[src/rtl/riscv_mem_pkg.sv]
// Shared definitions for the core memory-port arbiter.
//
// Contents:
//   F3_*         RV32I load/store width codes (funct3)
//   arb_state_t  arbiter FSM states
//   grant_t      identifies which requester owns (or last owned) the bus
//   NOP_INSN     instruction returned to fetch when the bus watchdog expires
package riscv_mem_pkg;

    localparam logic [2:0] F3_B  = 3'b000;
    localparam logic [2:0] F3_H  = 3'b001;
    localparam logic [2:0] F3_W  = 3'b010;
    localparam logic [2:0] F3_BU = 3'b100;
    localparam logic [2:0] F3_HU = 3'b101;

    typedef enum logic [1:0] {
        ST_IDLE  = 2'd0,
        ST_FETCH = 2'd1,
        ST_DATA  = 2'd2
    } arb_state_t;

    typedef enum logic {
        GRANT_FETCH = 1'b0,
        GRANT_DATA  = 1'b1
    } grant_t;

    // addi x0, x0, 0
    localparam logic [31:0] NOP_INSN = 32'h0000_0013;

endpackage

[src/rtl/load_store_align.sv]
// Byte-lane steering for the data port (purely combinational).
//
// Ports:
//   is_store_i    1 = store access, 0 = load access
//   funct3_i      RV32I width code of the access
//   addr_lo_i     byte offset within the 32-bit word
//   wdata_i       store data from the core (rs2)
//   rdata_i       raw word read from the bus
//   wstrb_o       byte-lane write strobes (0 for loads)
//   wdata_o       store data replicated onto every lane it may land on
//   rdata_o       selected load lane, sign/zero extended to 32 bits
//   misaligned_o  access cannot be issued: misaligned or unsupported funct3
module load_store_align
    import riscv_mem_pkg::*;
(
    input  logic        is_store_i,
    input  logic [2:0]  funct3_i,
    input  logic [1:0]  addr_lo_i,
    input  logic [31:0] wdata_i,
    input  logic [31:0] rdata_i,
    output logic [3:0]  wstrb_o,
    output logic [31:0] wdata_o,
    output logic [31:0] rdata_o,
    output logic        misaligned_o
);

    logic [7:0]  byte_sel;
    logic [15:0] half_sel;

    always_comb begin
        byte_sel = rdata_i[7:0];
        case (addr_lo_i)
            2'd0: byte_sel = rdata_i[7:0];
            2'd1: byte_sel = rdata_i[15:8];
            2'd2: byte_sel = rdata_i[23:16];
            2'd3: byte_sel = rdata_i[31:24];
            default: byte_sel = rdata_i[7:0];
        endcase
        half_sel = addr_lo_i[1] ? rdata_i[31:16] : rdata_i[15:0];
    end

    always_comb begin
        wstrb_o      = 4'b0000;
        wdata_o      = 32'd0;
        rdata_o      = 32'd0;
        misaligned_o = 1'b0;
        if (is_store_i) begin
            case (funct3_i)
                F3_B: begin
                    wstrb_o = 4'b0001 << addr_lo_i;
                    wdata_o = {4{wdata_i[7:0]}};
                end
                F3_H: begin
                    misaligned_o = addr_lo_i[0];
                    wstrb_o      = addr_lo_i[1] ? 4'b1100 : 4'b0011;
                    wdata_o      = {2{wdata_i[15:0]}};
                end
                F3_W: begin
                    misaligned_o = (addr_lo_i != 2'b00);
                    wstrb_o      = 4'b1111;
                    wdata_o      = wdata_i;
                end
                default: misaligned_o = 1'b1;
            endcase
        end else begin
            case (funct3_i)
                F3_B:  rdata_o = {{24{byte_sel[7]}}, byte_sel};
                F3_BU: rdata_o = {24'd0, byte_sel};
                F3_H: begin
                    misaligned_o = addr_lo_i[0];
                    rdata_o      = {{16{half_sel[15]}}, half_sel};
                end
                F3_HU: begin
                    misaligned_o = addr_lo_i[0];
                    rdata_o      = {16'd0, half_sel};
                end
                F3_W: begin
                    misaligned_o = (addr_lo_i != 2'b00);
                    rdata_o      = rdata_i;
                end
                default: misaligned_o = 1'b1;
            endcase
        end
    end

endmodule

[src/rtl/mem_port_arbiter.sv]
// Shares one 32-bit req/ack memory bus between the core's instruction-fetch
// port and its load/store port, stalling the core until its accesses finish.
//
// Build option:
//   BUS_TIMEOUT_EN  when defined, a watchdog aborts a transfer that has held
//                   bus_req for TIMEOUT_CYCLES cycles without bus_ack.
//
// Ports:
//   clk, reset                 clock; synchronous active-high reset
//   if_req/if_addr             fetch request (held until if_valid)
//   if_rdata/if_valid          fetched instruction and one-cycle done pulse
//   dm_read/dm_write           load/store request (held until dm_valid)
//   dm_funct3/dm_addr/dm_wdata load/store width, byte address, store data
//   dm_rdata/dm_valid/dm_err   aligned load result, done pulse, error flag
//   bus_req/bus_we/bus_addr    bus request, direction, word address
//   bus_wstrb/bus_wdata        byte strobes and lane-replicated store data
//   bus_rdata/bus_ack          bus read data and transfer-complete strobe
//   core_stall                 freeze the core while any access is open
//
// State | meaning
// ------+---------------------------------------------------------------
// IDLE  | no transfer; arbitrate pending requests, flag bad data accesses
// FETCH | fetch transfer on the bus, waiting for bus_ack
// DATA  | load/store transfer on the bus, waiting for bus_ack
module mem_port_arbiter
    import riscv_mem_pkg::*;
#(
    parameter int ADDR_W         = 32,
    parameter int TIMEOUT_CYCLES = 255
) (
    input  logic              clk,
    input  logic              reset,
    input  logic              if_req,
    input  logic [ADDR_W-1:0] if_addr,
    output logic [31:0]       if_rdata,
    output logic              if_valid,
    input  logic              dm_read,
    input  logic              dm_write,
    input  logic [2:0]        dm_funct3,
    input  logic [ADDR_W-1:0] dm_addr,
    input  logic [31:0]       dm_wdata,
    output logic [31:0]       dm_rdata,
    output logic              dm_valid,
    output logic              dm_err,
    output logic              bus_req,
    output logic              bus_we,
    output logic [ADDR_W-1:0] bus_addr,
    output logic [3:0]        bus_wstrb,
    output logic [31:0]       bus_wdata,
    input  logic [31:0]       bus_rdata,
    input  logic              bus_ack,
    output logic              core_stall
);

    arb_state_t        state_q,      state_d;
    grant_t            last_grant_q, last_grant_d;
    logic              bus_req_q,    bus_req_d;
    logic              bus_we_q,     bus_we_d;
    logic [ADDR_W-1:0] bus_addr_q,   bus_addr_d;
    logic [3:0]        bus_wstrb_q,  bus_wstrb_d;
    logic [31:0]       bus_wdata_q,  bus_wdata_d;
    logic [31:0]       if_rdata_q,   if_rdata_d;
    logic              if_valid_q,   if_valid_d;
    logic [31:0]       dm_rdata_q,   dm_rdata_d;
    logic              dm_valid_q,   dm_valid_d;
    logic              dm_err_q,     dm_err_d;

`ifdef BUS_TIMEOUT_EN
    localparam logic [7:0] WD_LOAD = 8'(TIMEOUT_CYCLES - 1);
    logic [7:0] wd_cnt_q, wd_cnt_d;
`else
    // The watchdog constants only matter when the timeout is built in.
    logic unused_wd_cfg;
    assign unused_wd_cfg = ^{NOP_INSN, 32'(TIMEOUT_CYCLES)};
`endif

    // Fetches are word aligned; the low address bits carry no information.
    logic unused_if_addr;
    assign unused_if_addr = ^if_addr[1:0];

    logic        al_misaligned;
    logic [3:0]  al_wstrb;
    logic [31:0] al_wdata;
    logic [31:0] al_rdata;

    // Requesters hold their inputs until the valid pulse, so the live
    // dm_* signals are still correct on the cycle bus_ack arrives.
    load_store_align u_align (
        .is_store_i   (dm_write),
        .funct3_i     (dm_funct3),
        .addr_lo_i    (dm_addr[1:0]),
        .wdata_i      (dm_wdata),
        .rdata_i      (bus_rdata),
        .wstrb_o      (al_wstrb),
        .wdata_o      (al_wdata),
        .rdata_o      (al_rdata),
        .misaligned_o (al_misaligned)
    );

    // A request is still asserted on the cycle its valid pulse is visible;
    // masking with the pulse keeps it from being granted a second time.
    logic data_pend;
    logic fetch_pend;
    logic grant_data;

    assign data_pend  = (dm_read | dm_write) & ~dm_valid_q;
    assign fetch_pend = if_req & ~if_valid_q;
    assign grant_data = data_pend & (~fetch_pend | (last_grant_q == GRANT_FETCH));

    always_comb begin
        state_d      = state_q;
        last_grant_d = last_grant_q;
        bus_req_d    = bus_req_q;
        bus_we_d     = bus_we_q;
        bus_addr_d   = bus_addr_q;
        bus_wstrb_d  = bus_wstrb_q;
        bus_wdata_d  = bus_wdata_q;
        if_rdata_d   = if_rdata_q;
        if_valid_d   = 1'b0;
        dm_rdata_d   = dm_rdata_q;
        dm_valid_d   = 1'b0;
        dm_err_d     = 1'b0;
`ifdef BUS_TIMEOUT_EN
        wd_cnt_d     = wd_cnt_q;
`endif

        case (state_q)
            ST_IDLE: begin
                if (grant_data) begin
                    last_grant_d = GRANT_DATA;
                    if (al_misaligned) begin
                        dm_valid_d = 1'b1;
                        dm_err_d   = 1'b1;
                        dm_rdata_d = 32'd0;
                    end else begin
                        state_d     = ST_DATA;
                        bus_req_d   = 1'b1;
                        bus_we_d    = dm_write;
                        bus_addr_d  = {dm_addr[ADDR_W-1:2], 2'b00};
                        bus_wstrb_d = al_wstrb;
                        bus_wdata_d = al_wdata;
`ifdef BUS_TIMEOUT_EN
                        wd_cnt_d    = WD_LOAD;
`endif
                    end
                end else if (fetch_pend) begin
                    last_grant_d = GRANT_FETCH;
                    state_d      = ST_FETCH;
                    bus_req_d    = 1'b1;
                    bus_we_d     = 1'b0;
                    bus_addr_d   = {if_addr[ADDR_W-1:2], 2'b00};
                    bus_wstrb_d  = 4'b0000;
                    bus_wdata_d  = 32'd0;
`ifdef BUS_TIMEOUT_EN
                    wd_cnt_d     = WD_LOAD;
`endif
                end
            end

            ST_FETCH: begin
                if (bus_ack) begin
                    state_d     = ST_IDLE;
                    bus_req_d   = 1'b0;
                    bus_we_d    = 1'b0;
                    bus_wstrb_d = 4'b0000;
                    if_valid_d  = 1'b1;
                    if_rdata_d  = bus_rdata;
                end
`ifdef BUS_TIMEOUT_EN
                else if (wd_cnt_q == 8'd0) begin
                    state_d     = ST_IDLE;
                    bus_req_d   = 1'b0;
                    bus_wstrb_d = 4'b0000;
                    if_valid_d  = 1'b1;
                    if_rdata_d  = NOP_INSN;
                end else begin
                    wd_cnt_d = wd_cnt_q - 8'd1;
                end
`endif
            end

            ST_DATA: begin
                if (bus_ack) begin
                    state_d     = ST_IDLE;
                    bus_req_d   = 1'b0;
                    bus_we_d    = 1'b0;
                    bus_wstrb_d = 4'b0000;
                    dm_valid_d  = 1'b1;
                    dm_rdata_d  = dm_write ? 32'd0 : al_rdata;
                end
`ifdef BUS_TIMEOUT_EN
                else if (wd_cnt_q == 8'd0) begin
                    state_d     = ST_IDLE;
                    bus_req_d   = 1'b0;
                    bus_we_d    = 1'b0;
                    bus_wstrb_d = 4'b0000;
                    dm_valid_d  = 1'b1;
                    dm_err_d    = 1'b1;
                    dm_rdata_d  = 32'd0;
                end else begin
                    wd_cnt_d = wd_cnt_q - 8'd1;
                end
`endif
            end

            default: begin
                state_d   = ST_IDLE;
                bus_req_d = 1'b0;
            end
        endcase
    end

    always_ff @(posedge clk) begin
        if (reset) begin
            state_q      <= ST_IDLE;
            last_grant_q <= GRANT_FETCH;
            bus_req_q    <= 1'b0;
            bus_we_q     <= 1'b0;
            bus_addr_q   <= '0;
            bus_wstrb_q  <= 4'b0000;
            bus_wdata_q  <= 32'd0;
            if_rdata_q   <= 32'd0;
            if_valid_q   <= 1'b0;
            dm_rdata_q   <= 32'd0;
            dm_valid_q   <= 1'b0;
            dm_err_q     <= 1'b0;
`ifdef BUS_TIMEOUT_EN
            wd_cnt_q     <= 8'd0;
`endif
        end else begin
            state_q      <= state_d;
            last_grant_q <= last_grant_d;
            bus_req_q    <= bus_req_d;
            bus_we_q     <= bus_we_d;
            bus_addr_q   <= bus_addr_d;
            bus_wstrb_q  <= bus_wstrb_d;
            bus_wdata_q  <= bus_wdata_d;
            if_rdata_q   <= if_rdata_d;
            if_valid_q   <= if_valid_d;
            dm_rdata_q   <= dm_rdata_d;
            dm_valid_q   <= dm_valid_d;
            dm_err_q     <= dm_err_d;
`ifdef BUS_TIMEOUT_EN
            wd_cnt_q     <= wd_cnt_d;
`endif
        end
    end

    // A simultaneous load and store is a core bug; the store is served.
    always_ff @(posedge clk) begin
        if (!reset) begin
            assert (!(dm_read && dm_write));
        end
    end

    assign if_rdata   = if_rdata_q;
    assign if_valid   = if_valid_q;
    assign dm_rdata   = dm_rdata_q;
    assign dm_valid   = dm_valid_q;
    assign dm_err     = dm_err_q;
    assign bus_req    = bus_req_q;
    assign bus_we     = bus_we_q;
    assign bus_addr   = bus_addr_q;
    assign bus_wstrb  = bus_wstrb_q;
    assign bus_wdata  = bus_wdata_q;
    assign core_stall = (if_req & ~if_valid_q) | ((dm_read | dm_write) & ~dm_valid_q);

endmodule

[config.mk]
export PLATFORM = sky130hd
export DESIGN_NAME = mem_port_arbiter
export DESIGN_NICKNAME = d
export VERILOG_FILES = /design/src/rtl/riscv_mem_pkg.sv /design/src/rtl/load_store_align.sv /design/src/rtl/mem_port_arbiter.sv
export SDC_FILE = /design/constraint.sdc
export NUM_CORES = 1
export LEC_CHECK = 0
export ABC_AREA = 0
export BUFFER_PORTS_ARGS = -buffer_cell sky130_fd_sc_hd__buf_4
export CORE_MARGIN = 4
export CORE_UTILIZATION = 52
export CTS_CLUSTER_SIZE = 14
export DETAILED_ROUTE_END_ITERATION = 12
export GPL_ROUTABILITY_DRIVEN = 0
export PLACE_DENSITY = 0.95
export SYNTH_ARGS = -nofsm -noshare
export SYNTH_HDL_FRONTEND = slang
export SYNTH_SLANG_ARGS = --single-unit
export TNS_END_PERCENT = 10
[constraint.sdc]
create_clock -name clk -period 5.85 [get_ports clk]
set_input_delay 0.8775 -clock clk [delete_from_list [all_inputs] [get_ports clk]]
set_output_delay 0.8775 -clock clk [all_outputs]
set_load 0.005 [all_outputs]
Word level (Yosys, flattened, before mapping):

Index checks and enable logic that the tools add are counted.

* register bits after elaboration: 140
* input bits: 137
* output and inout bits: 138
* word-level logic and storage cells: 105

* equality and inequality tests: 16
* shifts and indexed selects: 1
* muxes and demuxes: 46
* bitwise gates (word level): 12
* reduce and logical (&&, ||, !) cells: 18

Operators with widths (number)
* 32-bit two-way mux: 11
* 32-bit case mux with 5 select lines: 1
* 32-bit case mux with 3 select lines: 1
* 32-bit case mux with 2 select lines: 1
* 8-bit case mux with 4 select lines: 1
* 4-bit two-way mux: 6
* 16-bit two-way mux: 1
* 1-bit two-way mux: 12
* 4-bit case mux with 3 select lines: 1
* 2-bit OR reduction: 5
* 2-bit two-way mux: 4
* 2-bit inequality test, second input constant: 4
* 4-bit case mux with 2 select lines: 1
* 4-bit AND reduction: 2
* 2-bit nonzero test: 4
* 2-bit equality test, second input constant: 3
* 3-bit equality test, second input constant: 2
* 3-bit inequality test, second input constant: 2
* 1-bit NOT: 6
* 1-bit case mux with 2 select lines: 3
* 1-bit case mux with 3 select lines: 2
* 3-bit AND reduction: 2
* 2-bit by 1-bit equality test with 1-bit output, second input constant: 2
* 2-bit logical NOT: 2
* other kinds (9): 14

Depth between registers and ports, before layout:

* depth in word-level cells: 7
* gate-level depth with buffers: 9
* mapped depth without buffers: 7

Hierarchy:

A second synthesis with hierarchy kept.

* cell total of the unflattened synthesis: 771
* area total of the unflattened synthesis: 6810.3 µm²

Modules (own cells, without submodules)
* mem_port_arbiter: times used 1, cells each 558, area each 5491.5 µm²
* load_store_align: times used 1, cells each 213, area each 1318.8 µm²

Worst setup path before layout:

No wires, ideal clock.

* kind: in2reg
* start point: in dm_funct3[2]
* end point: reg dm_rdata_q[0] (netlist: dm_rdata[0])
* library setup time: 0.122 ns
* arrival time: 2.308 ns
* data required time: 5.728 ns
* setup slack: 3.419 ns
* cell stages on the path: 8
* cells stage by stage: buf_2 > a221o_1 > a21boi_4 > a31oi_4 > or2_1 > buf_2 > buf_4 > o2bb2ai_2

* word-level cells in the longest chain between the ends: 6
* elaborated cells between the ends (all ways): 16
* those cells by class: eq/ne: 5; mux: 7; reduce/logical: 4

RTL lines
* from (decl): line mem_port_arbiter.sv:39 `input logic [2:0] dm_funct3,`
* 3-bit by 1-bit equality test with 1-bit output (tied with other cells): line load_store_align.sv:48, load_store_align.sv:66
* 2-bit OR reduction (no source line)
* 1-bit case mux with 3 select lines: line load_store_align.sv:66 `case (funct3_i)`
* 1-bit two-way mux: line load_store_align.sv:47 `if (is_store_i) begin`
* 2-bit inequality test (no source line)
* 4-bit AND reduction (no source line)
* to (signal assigned): line mem_port_arbiter.sv:240 `dm_rdata_q <= dm_rdata_d;`
* to (decl): line mem_port_arbiter.sv:64 `logic [31:0] dm_rdata_q, dm_rdata_d;`

Parallel ways exist; a longest one is shown, timed or not. The select of a mux whose other input is x is not followed.
A chain may end at the register's enable or synchronous reset.

==> key figures <==
Power and ir drop
  • Power per cell area: 329 nW/um^2
  • Worst vdd ir: roughly 0.00025 V
  • Lkg Pwr: 3.82 nW
  • Design Power: 2.98 mW

Synth
  • Synth Register Bits: approximately 140
  • Post-synth EDFFs: 0
  • Syn Area/Cell: 8.88 sq um
  • Ys async rst share: 0%
  • Top FF cell, synth: dfxtp_1
  • Post-synth cell types: 51
  • Synth Instances: around 730
  • Synthesized cell area: 6480 sq um
  • YS warnings: 0
  • Register area share after synthesis: around 43%

GRT
  • Global-route wire length before repair: approximately 33 mm
  • All-Layer GR Usage: 29.2%
  • Global route overflow: 0
  • Number of global-route vias before repair: 6406
  • Initial antenna violation count: 0
  • Largest net degree at the start of global routing: 69

Worst setup path
  • CP endpoint kind: flip-flop
  • Critical path's slowest cell: or2_1
  • Most used cell, CP: buf_4
  • Critical path type: in2reg
  • Arr. time, crit path: between 3 and 4 ns
  • Largest stage delay, worst path: 0.88 ns
  • Top Family by Delay on Critical Path: simple AND/OR/NAND/NOR gates
  • Crit-path max FO: 68
  • Crit path buf inv count: 2
  • Critical Path Start: reset
  • WP data required: 6.10 ns
  • Startpoint types: input port
  • Reg2Reg Launch Point: state_q[0]
  • CP Cell Sequence: buf_4 -> buf_4 -> nor2_1 -> nand3_1 -> or2_1 -> o2bb2ai_1

Final layout
  • Share of cells above drive strength 1: 37.8%
  • Util after Layout: 74.7%
  • Layout area overhead: 39.7%
  • Nets: 1097
  • Filler cells: 914
  • Finished Layout Cells: 1138
  • Antenna fix cells: 0

Timing
  • Setup violations, final: 0
  • Final-report max-slew violation count: 0
  • Worst slew pin tran: between 1 and 1.5 ns
  • Slew HR: 12.7%
  • Period utilisation layout: 57.0%
  • RSZ-0062 raised after global routing: no
  • Clock Skews: roughly 0.0093 ns
  • Maximum achievable frequency: 0.300 GHz
  • Final hold viol count: 0
  • Setup_tns: 0 ns
  • Min Tclk post-route: around 3.3 ns

Floorplanning
  • Chip Height: about 120 um
  • Initial core utilization: 53.5%
  • FP Rows: 40
  • Ports: 275
  • CORE AREA: 12100 sq um
  • Die area: 14300 sq um
  • Die Wd: 120 um

Detailed routing
  • 1st-iter DRT viols: 638
  • DRT antenna net count: 0
  • DRT Pass-1 Iters: 5
  • Final wirelength: around 22 mm
  • DRC Markers: 0
  • Via count: 6550
  • Avg WL per Cell: 19.0 um
  • Via density: between 5 and 6

Clock tree
  • CTS sink count: 138
  • Post-CTS sizing: 0
  • Max clock buf depth: 2
  • Postcts setup bufs: 0
  • CTS tree: done
  • Root Buffer: clkbuf_16
  • # H-tree levels: 4
  • Clock latency on the worst-skew pair: 0.42 ns
  • Hold bufs inserted after CTS: 0
  • Cts bufs inserted: 17
  • Reg clk slew, reported paths: approximately 0.06 ns

Placement
  • # port buffers: between 200 and 300
  • Cell total after placement: 1106
  • Hpwl dp: 15.2 mm

Status
  • Run status: finished clean

Job
  • MaxCap Viol Count: 0

Min path
  • HP Class: reg2reg
  • Hold Startpoint: last_grant_q
-- placed cells by master (no fill, tap or decap), drive strengths merged, types with 2 or more instances in the layout --
master | netlist | final
buf | 25 | 276
nor2 | 53 | 53
nor3b | 3 | 3
a21oi | 79 | 79
mux2 | 9 | 9
or2 | 2 | 2
o211ai | 2 | 2
nand2b | 5 | 5
clkbuf | 43 | 22
o21ai | 10 | 10
conb | 1 | 2
a311oi | 31 | 31
a21o | 3 | 3
a22oi | 7 | 7
nand3 | 2 | 2
inv | 4 | 5
mux2i | 11 | 11
nor3 | 5 | 5
dfxtp | 138 | 138
nor2b | 14 | 14
nand2 | 153 | 153
o2bb2ai | 27 | 27
bufinv | 0 | 3
nand4 | 2 | 2
nand3b | 41 | 41
clkinv | 0 | 4
clkinvlp | 0 | 2
a222oi | 7 | 7
a31oi | 5 | 5
o31ai | 24 | 24
ha | 3 | 3
a211o | 7 | 7
-- state kept, by name, indices dropped and copies added, names as in the netlist --
register      count
dm_err            1
if_valid          1
dm_rdata         32
bus_we            1
state_q           2
bus_req           1
if_rdata         32
dm_valid          1
bus_wstrb         4
bus_wdata        32
last_grant_q      1
bus_addr         30
-- metrics by stage --
step | instance area [sq um] | hold slack [ns] | worst slack (ns)
global placement | 8440 | 0.442 | 2.25
floorplan | 6480 | 0.436 | 3.42
global route | 9050 | 0.476 | 2.30
finish | 9050 | 0.457 | 2.52
detailed placement | 8440 | 0.449 | 2.18
CTS | 9050 | 0.457 | 2.59
-- cell usage after synthesis (7+ instances only) --
master / n / share of area [%]
a211o_1: 7 / 0.95
a21oi_1: 79 / 6.1
a222oi_1: 7 / 1.1
a22oi_1: 7 / 0.81
a311oi_2: 30 / 7.0
buf_2: 11 / 0.85
buf_4: 8 / 0.93
clkbuf_1: 43 / 2.5
dfxtp_1: 138 / 43
mux2_2: 9 / 1.6
mux2i_1: 11 / 1.7
nand2_1: 153 / 8.9
nand3b_1: 41 / 4.8
nor2_1: 53 / 3.1
nor2b_1: 14 / 1.4
o21ai_0: 10 / 0.77
o2bb2ai_1: 17 / 2.3
o2bb2ai_2: 10 / 2.3
o31ai_1: 24 / 2.8
-- cell type report --
type	instances	area (sq um)	area share, %
Timing Repair Buffer	276	2070	22.9
Multi-Input combinational cell	520	3380	37.4
Tap cell	168	210	2.32
Sequential cell	138	2760	30.5
Clock inverter	10	141	1.56
Clock buffer	22	464	5.13
Inverter	4	15.0	0.166
-- path summary, 6_finish.rpt --
kind | end | slack (ns) | depth (start not counted)
max reg2reg | dm_rdata[3] | 2.87 | 7
min | last_grant_q | 0.46 | 2
min reg2reg | last_grant_q | 0.46 | 2
max | dm_rdata[3] | 2.52 | 6
-- layer usage --
layer | wire length [um] | global-route usage (%) | part of all wire (%)
met5 | 0 | 0 | 0
met4 | 909 | 14.3 | 4.2
met3 | 2040 | 9.33 | 9.4
met2 | 10500 | 48.7 | 49
met1 | 8180 | 34.0 | 38
-- worst register-to-register path, cell delays in order, from the launching register on --
cell       delay, ns
dfxtp_1         0.36
inv_1           0.09
ha_1            0.35
inv_1           0.19
o21ai_0         0.16
a31oi_4         0.44
nor2b_2         1.08
o2bb2ai_1       0.21
-- cells by family (layout without fill, tap and decap cells) --
logic type                 after synthesis  after routing  share of synthesized area (%)
DFF                                    138            138                           42.7
adders and majority gates                3              3                          0.580
and+or+nand+nor                        282            282                           20.1
other                                    1              2                         0.0579
AOI/OAI and AO/OA                      212            212                           27.6
buffers and inverters                   72            312                           5.43
muxes                                   21             21                           3.61
-- where the power goes --
part           internal (mW)  total [mW]  switching, mW  leakage, nW
registers               1.03        1.08         0.0484         1.12
logic                  0.338       0.797          0.459         2.41
clock network          0.694        1.10          0.405        0.291
Note: power is estimated with default switching activity, not from simulation.
